[src/rtl/cfg_pkg.sv]
// Shared definitions for the configuration subsystem: word count, system address
// width and the APB front-end state encoding.
package cfg_pkg;

    localparam int unsigned CFG_WORDS = 64;
    localparam int unsigned CFG_AW    = 6;
    localparam int unsigned APB_AW    = 16;
    localparam int unsigned APB_DW    = 32;

    typedef enum logic [2:0] {
        ST_IDLE    = 3'd0,
        ST_WR      = 3'd1,
        ST_RD_ADDR = 3'd2,
        ST_RD_DATA = 3'd3,
        ST_ERR     = 3'd4
    } cfg_state_e;

endpackage

[src/rtl/apb_cfg_slave.sv]
// APB3 slave front-end for the configuration memory: decodes setup/access,
// range-checks and cfg_mode-gates writes, and adds one wait state for reads.
module apb_cfg_slave
    import cfg_pkg::*;
#(
    parameter int unsigned K = CFG_WORDS,
    parameter int unsigned D = CFG_AW
) (
    input  logic                pclk,
    input  logic                prstn,
    input  logic                psel,
    input  logic                penable,
    input  logic                pwrite,
    input  logic [APB_AW-1:0]   paddr,
    input  logic [APB_DW-1:0]   pwdata,
    input  logic                cfg_mode,
    output logic                pready,
    output logic [APB_DW-1:0]   prdata,
    output logic                pslverr,
    output logic [APB_AW-1:0]   mem_addr,
    output logic                mem_write,
    output logic [APB_DW-1:0]   mem_wdata,
    input  logic [APB_DW-1:0]   mem_rdata
);

    // Highest legal word count: K, but never beyond what the D-bit system side can reach.
    localparam int unsigned SPAN = (K < (32'd1 << D)) ? K : (32'd1 << D);

    cfg_state_e          state_q, state_d;
    logic [APB_AW-1:0]   mem_addr_q, mem_addr_d;
    logic [APB_DW-1:0]   mem_wdata_q, mem_wdata_d;
    logic                pready_q, pready_d;
    logic                pslverr_q, pslverr_d;
    logic                mem_write_q, mem_write_d;
    logic                rd_sel_q, rd_sel_d;
    logic                in_range_c;

    assign in_range_c = (32'(paddr) < SPAN);

    // Next state, address/data capture, and the registered response flags.
    always_comb begin
        state_d     = state_q;
        mem_addr_d  = mem_addr_q;
        mem_wdata_d = mem_wdata_q;

        unique case (state_q)
            ST_IDLE: begin
                if (psel && !penable) begin
                    mem_addr_d  = paddr;
                    mem_wdata_d = pwdata;
                    if (!in_range_c)            state_d = ST_ERR;
                    else if (pwrite && !cfg_mode) state_d = ST_ERR;
                    else if (pwrite)            state_d = ST_WR;
                    else                        state_d = ST_RD_ADDR;
                end
            end
            ST_WR:      state_d = ST_IDLE;
            // A master that drops psel here aborts; RD_DATA is never entered.
            ST_RD_ADDR: state_d = psel ? ST_RD_DATA : ST_IDLE;
            ST_RD_DATA: state_d = ST_IDLE;
            ST_ERR:     state_d = ST_IDLE;
            default:    state_d = ST_IDLE;
        endcase

        pready_d    = (state_d == ST_WR) || (state_d == ST_RD_DATA) || (state_d == ST_ERR);
        pslverr_d   = (state_d == ST_ERR);
        mem_write_d = (state_d == ST_WR);
        rd_sel_d    = (state_d == ST_RD_DATA);
    end

    always_ff @(posedge pclk or negedge prstn) begin
        if (!prstn) begin
            state_q     <= ST_IDLE;
            mem_addr_q  <= '0;
            mem_wdata_q <= '0;
            pready_q    <= 1'b0;
            pslverr_q   <= 1'b0;
            mem_write_q <= 1'b0;
            rd_sel_q    <= 1'b0;
        end else begin
            state_q     <= state_d;
            mem_addr_q  <= mem_addr_d;
            mem_wdata_q <= mem_wdata_d;
            pready_q    <= pready_d;
            pslverr_q   <= pslverr_d;
            mem_write_q <= mem_write_d;
            rd_sel_q    <= rd_sel_d;
        end
    end

    // Memory read data is already registered, so it passes straight through.
    assign prdata    = rd_sel_q ? mem_rdata : '0;
    assign pready    = pready_q;
    assign pslverr   = pslverr_q;
    assign mem_write = mem_write_q;
    assign mem_addr  = mem_addr_q;
    assign mem_wdata = mem_wdata_q;

endmodule

[config.mk]
export PLATFORM = sky130hd
export DESIGN_NAME = apb_cfg_slave
export DESIGN_NICKNAME = d
export VERILOG_FILES = /design/src/rtl/cfg_pkg.sv /design/src/rtl/apb_cfg_slave.sv
export SDC_FILE = /design/constraint.sdc
export NUM_CORES = 1
export LEC_CHECK = 0
export CORE_ASPECT_RATIO = 0.5
export CORE_UTILIZATION = 37
export DETAILED_ROUTE_END_ITERATION = 10
export PLACE_DENSITY_LB_ADDON = 0.3
export SETUP_SLACK_MARGIN = 0.5
export SKIP_LAST_GASP = 1
export SLEW_MARGIN = 25
export SYNTH_ARGS = -nofsm -noshare
export SYNTH_HDL_FRONTEND = slang
export SYNTH_SLANG_ARGS = --single-unit
export TNS_END_PERCENT = 10
[constraint.sdc]
create_clock -name pclk -period 2.78 [get_ports pclk]
set_clock_uncertainty 0.2 [all_clocks]
set_input_delay 0.834 -clock pclk [delete_from_list [all_inputs] [get_ports pclk]]
set_output_delay 0.834 -clock pclk [all_outputs]
set_load 0.005 [all_outputs]
==> results of run 1 <==
flip-flops by register name, summed over array words and instances, names as in the netlist:
signal / flops
state_q: 3
pslverr: 1
mem_wdata: 32
mem_addr: 16
rd_sel_q: 1
mem_write: 1
pready: 1
critical path: stages:
cell             delay (ns)
clkdlybuf4s15_1        0.17
and2_1                 0.15
buf_2                  0.13
layout make-up:
cell class	instances	share of cell area (%)
inverters	1	0.0915
flip-flops and latches	55	33.6
repair buffers	175	38.1
well taps	73	2.23
clock buffers	5	3.05
clock inverters	3	1.16
multi-input cells	98	21.8
through the flow:
| stage | util (%) | cell area (um^2) |
|---|---|---|
| after detailed placement | 71.9 | 4100 |
| after floorplan | - | 2290 |
| final | 71.9 | 4100 |
| after CTS | 71.8 | 4100 |
| after global placement | 71.9 | 4100 |
| after global routing | 71.9 | 4100 |
power groups by stage:
| stage | sequential (W) | combinational, W | clock, W |
|---|---|---|---|
| 5_1_grt | 0.00101 | 0.000591 | 0.000770 |
| 3_3_place_gp | 0.000993 | 0.000556 | 0 |
| 6_report | 0.000992 | 0.000552 | 0.000720 |
| 3_5_place_dp | 0.00101 | 0.000571 | 0 |
| 4_1_cts | 0.000994 | 0.000562 | 0.000727 |
| 2_1_floorplan | 0.00101 | 0.000128 | 0 |
cells in the final DEF, fill, tap and decap left out, types with 3 or more instances in the layout:
cell	n
clkdlybuf4s50_1	95
dfrtp_1	55
clkdlybuf4s15_1	32
clkbuf_16	5
or4_4	3
mux2_2	32
mux2_1	16
and2_1	32
buf_4	5
a21oi_1	3
buf_2	38
path summary, 6_finish.rpt:
path | start | to | slack [ns]
min reg2reg | mem_wdata[28] | mem_wdata[28] | 0.29
min | mem_wdata[28] | mem_wdata[28] | 0.29
max reg2reg | state_q[0] | mem_wdata[9] | 1.16
min in group asynchronous | prstn | mem_wdata[22] | 0.37
max | mem_rdata[21] | prdata[21] | 0.47
max in group asynchronous | prstn | mem_addr[4] | 1.42
routing by layer:
metal	up-vias	track usage (%)
li1	904	-
met1	946	24.1
met2	77	41.7
met3	13	6.27
met4	0	6.39
met5	-	0
cell usage after synthesis (all sizes together):
cell type and instances:
or3 1, a22oi 1, a21oi 3, or4 3, o31ai 2, nand2b 1, dfrtp 55, nand2 3
and2 32, buf 1, nor4 2, nor3b 1, clkbuf 7, mux2 48, inv 1, nor2 1
logic make-up (layout without fill, tap and decap cells):
| family | after synthesis | in the layout |
|---|---|---|
| AOI/OAI and AO/OA | 6 | 6 |
| buffers and inverters | 9 | 184 |
| DFF | 55 | 55 |
| muxes | 48 | 48 |
| and+or+nand+nor | 44 | 44 |
what timing repair did:
item	CTS	global route
resized for setup	211	6
endpoints found under the setup margin	46	80
pin swaps	4	3
==> flow_metrics.env, run 1 <==
export IMPL_num_rows=19
export IMPL_yosysTopAreaCellShare_pct=60.2
export IMPL_synth_area_leaders="dfrtp_1, mux2_2, and2_1"
export IMPL_n_fill_cell=405
export IMPL_wl_met2_mm=3.74
export IMPL_sequentialPowerShare_pct=43.8
export IMPL_synth_fa_ha_area_share_pct=0
export IMPL_start_util_pct=40.1
export IMPL_pwr_share_clk_pct=31.8
export IMPL_cp_max_fo=1
export IMPL_die_x_um=113
export IMPL_seqCellArea_mm2=0.00138
export IMPL_drive_gt1_share_pct=27.6
export IMPL_ir_drop_v=0.000347
export IMPL_fin_setup_tns_ns=0
export IMPL_wl_met1_mm=2.66
export IMPL_cellInternalPower_w=0.00175
export IMPL_p_comb_share_pct=24.4
export IMPL_grt_max_degree=36
export IMPL_slew_violations=0
export IMPL_postSynthCellCount=162
export IMPL_dp_hpwl_mm=5.23
export IMPL_yosysTopAreaCell="dfrtp_1"
export IMPL_numClockSinks=55
export IMPL_antenna_diode_count=0
export IMPL_cts_setup_buffers=0
export IMPL_root_buffer="clkbuf_16"
export IMPL_final_hold_violation_count=0
export IMPL_die_height_um=57.6
export IMPL_cts_htree_levels=2
export IMPL_power_density_mw_per_mm2=552
export IMPL_synth_top_family_by_area="multiplexers"
export IMPL_cts_tree="done"
export IMPL_min_period_ns=2.31
export IMPL_routabilityCongestion=0.829
export IMPL_wl_met3_um=446
export IMPL_dr_pass1_iters=4
export IMPL_vias=1940
export IMPL_yosysUniqueCellTypes=19
export IMPL_wire_per_inst_um=16.9
export IMPL_drt_iter0_drc=70
export IMPL_synth_seq_area_share_pct=60.2
export IMPL_path_class="in -> out"
export IMPL_hold_buffers=0
export IMPL_cp_arrival_ns=1.28
export IMPL_clkLatencyLatePin_ns=0.29
export IMPL_dp_cells=402
export IMPL_final_nets=422
export IMPL_setup_viol=0
export IMPL_hold_depth=1
export IMPL_p_leak_nw=1.87
export IMPL_yosys_warnings=0
export IMPL_wl_mm=6.94
export IMPL_yosys_area_share_xor_xnor_pct=0
export IMPL_relSlewSlack_pct=54.7
export IMPL_switchingPower_w=0.000516
export IMPL_grt_pass1_vias=2015
export IMPL_ys_ff_latch=55
export IMPL_finalNonFillerCells=410
export IMPL_cp_start_kind="input port"
export IMPL_dieArea_mm2=0.00652
export IMPL_cts_buffer_depth=2
export IMPL_worst_pin_slew_ns=0.679
export IMPL_core_mm2=0.00571
export IMPL_antenna_found_initial=0
export IMPL_cts_made_buffers=5
export IMPL_grt_usage_pct=21.9
export IMPL_drc=0
export IMPL_multi_input_area_um2=895
export IMPL_fin_total_pwr_w=0.00226
export IMPL_muxShareOfSynthArea_pct=23.6
export IMPL_timing_fmax_mhz=433
export IMPL_place_ws_ns=-0.199
export IMPL_critPathCaptureType="output port"
export IMPL_area_growth_pct=79.4
export IMPL_drv_cap=0
export IMPL_synthSimpleGateAreaFrac_pct=12.2
export IMPL_avgViaCountPerCell=4.73
export IMPL_rsz0062_at_grt="yes"
export IMPL_top_layer="met4"
export IMPL_io_buffers=168
export IMPL_hold_ws_ns=0.290
export IMPL_synth_nets=248
export IMPL_clk_pin_slew_worst_paths_ns=0.07
export IMPL_status="finished clean"
export IMPL_fin_crit_sh_pct=83.1
export IMPL_syn_area_per_cell_um2=14.1
export IMPL_grt_overflow=0
export IMPL_io_pins=169
export IMPL_reg2reg_depth=4
export IMPL_p_sw_share_pct=22.8
export IMPL_crit_required_ns=1.75
export IMPL_synth_compound_area_share_pct=2.46
export IMPL_hp_class="reg -> reg"
export IMPL_drtAntennaViolNets=0
export IMPL_grt_pass1_wl_mm=10.7
export IMPL_worst_slack_ns=0.470
export IMPL_syn_area_mm2=0.00229
(Power assumes the default switching activity.)
==> run 2: changes to the inputs <==
CORE_UTILIZATION = 34   (was 37)
clock period = 2.33 ns   (was 2.78 ns; I/O delays follow)
==> run 2 against run 1 <==
  * Clock power is 7.2% higher
  * Non-clock buffer count is 10 higher
  * Worst hold slack worse by 0.18 ns
  * Sequential cell count stayed put
  * First-iteration DRC count is 40% lower
  * Combinational power is 31% higher
  * Die area is 8.6% higher
  * Critical endpoint is now prdata[29]
==> flow_metrics.env, run 2 (same netlist as run 1, synthesis figures left out) <==
export IMPL_dieArea_mm2=0.00708
export IMPL_n_fill_cell=461
export IMPL_place_area_mm2=0.00420
export IMPL_vias=1966
export IMPL_setup_viol=0
export IMPL_drive_gt1_share_pct=33.4
export IMPL_numClockSinks=55
export IMPL_antenna_found_initial=0
export IMPL_drt_iter0_drc=42
export IMPL_p_comb_share_pct=27.0
export IMPL_core_mm2=0.00628
export IMPL_r2r_start="state_q[0]"
export IMPL_area_growth_pct=89.8
export IMPL_path_class="in -> out"
export IMPL_die_x_um=118
export IMPL_rsz0062_at_grt="yes"
export IMPL_dr_pass1_iters=4
export IMPL_grt_max_degree=33
export IMPL_num_rows=20
export IMPL_fin_setup_tns_ns=0
export IMPL_worst_pin_slew_ns=0.352
export IMPL_min_period_ns=2.09
export IMPL_cp_arrival_ns=1.19
export IMPL_pwr_share_clk_pct=28.8
export IMPL_ir_drop_v=0.000366
export IMPL_cts_buffer_depth=2
export IMPL_root_buffer="clkbuf_16"
export IMPL_wl_mm=7.16
export IMPL_place_ws_ns=-0.397
export IMPL_worst_slack_ns=0.241
export IMPL_design_area_mm2=0.00434
export IMPL_routabilityCongestion=0.834
export IMPL_avgViaCountPerCell=4.52
export IMPL_clkLatencyLatePin_ns=0.28
export IMPL_grt_overflow=0
export IMPL_io_pins=169
export IMPL_rrSetupSlack_ns=0.64
export IMPL_p_sw_share_pct=22.2
export IMPL_hp_class="in -> async"
export IMPL_cts_htree_levels=2
export IMPL_drv_cap=0
export IMPL_start_util_pct=36.4
export IMPL_hold_buffers=0
export IMPL_final_hold_violation_count=0
export IMPL_io_buffers=168
export IMPL_p_leak_nw=2.07
export IMPL_die_height_um=60.0
export IMPL_grt_usage_pct=19.0
export IMPL_sequentialPowerShare_pct=44.2
export IMPL_drc=0
export IMPL_timing_fmax_mhz=479
export IMPL_drtAntennaViolNets=0
export IMPL_fin_crit_sh_pct=89.6
export IMPL_switchingPower_w=0.000594
export IMPL_dp_hpwl_mm=5.10
export IMPL_antenna_diode_count=0
export IMPL_reg2reg_depth=4
export IMPL_cp_start_kind="input port"
export IMPL_final_common_cell="clkdlybuf4s50_1"
export IMPL_crit_required_ns=1.43
export IMPL_final_nets=432
export IMPL_cts_tree="done"
export IMPL_cp_max_fo=1
export IMPL_largest_reg_flops=32
export IMPL_status="finished clean"
export IMPL_most_common_layout_cells="clkdlybuf4s50_1, dfrtp_1, buf_2"
export IMPL_clk_pin_slew_worst_paths_ns=0.06
export IMPL_cts_made_buffers=5
export IMPL_wire_per_inst_um=16.5
export IMPL_power_density_mw_per_mm2=618
export IMPL_grt_pass1_vias=1953
export IMPL_grt_pass1_wl_mm=10.3
export IMPL_regToRegEndpoint="mem_addr[5]"
export IMPL_cellInternalPower_w=0.00209
export IMPL_critPathCaptureType="output port"
export IMPL_slew_violations=0
export IMPL_relSlewSlack_pct=76.5
## run 2: power groups by stage
stage / Combinational, W / Sequential (W) / Clock (W)
3_5_place_dp: 0.000694 / 0.00120 / 0
4_1_cts: 0.000677 / 0.00118 / 0.000778
5_1_grt: 0.000772 / 0.00120 / 0.000831
3_3_place_gp: 0.000680 / 0.00119 / 0
6_report: 0.000725 / 0.00118 / 0.000772
2_1_floorplan: 0.000164 / 0.00121 / 0
## run 2: worst max-delay path: stages
cell	delay [ns]
dlygate4sd2_1	0.24
and2_4	0.14
buf_6	0.11
## run 2: what timing repair did
action,CTS,global route
gates resized for setup,200,19
buffers inserted,0,1
endpoints found under the setup margin,137,137
pin swaps,36,6
gates cloned,0,5
## run 2: how the worst max path moves through the flow
stage	startpoint	end	slack (ns)
2_1_floorplan	paddr[10]	state_q[1]	0.10
3_3_place_gp	mem_rdata[20]	prdata[20]	-0.38
5_1_grt	mem_wdata[1]	mem_wdata[1]	0.23
4_1_cts	paddr[13]	state_q[1]	0.22
3_5_place_dp	mem_rdata[29]	prdata[29]	-0.40
6_report	mem_rdata[29]	prdata[29]	0.24
## run 2: area by class of cell
class	count	area (um^2)	area share (%)
multi-input cells	98	943	21.7
inverters	1	3.75	0.0865
repair buffers	185	1750	40.3
well taps	88	110	2.54
flip-flops and latches	55	1380	31.7
clock buffers	8	156	3.60
## run 2: metrics by stage
step | std cells | power (W) | utilization, % | hold slack [ns]
final | 435 | 0.00268 | 69.1 | 0.114
after global routing | 435 | 0.00281 | 69.1 | 0.132
after CTS | 429 | 0.00264 | 66.2 | 0.122
after detailed placement | 421 | 0.00189 | 66.9 | 0.281
after global placement | 421 | 0.00187 | 66.9 | 0.277
after floorplan | 162 | 0.00137 | - | 0.203
## run 2: routing by layer
metal / global-route usage [%] / up-vias / wire length [um]
met5: 0 / - / 0
met4: 5.49 / 0 / 55
met3: 3.72 / 6 / 334
met2: 36.1 / 66 / 3790
met1: 22.3 / 969 / 2980
li1: - / 925 / -
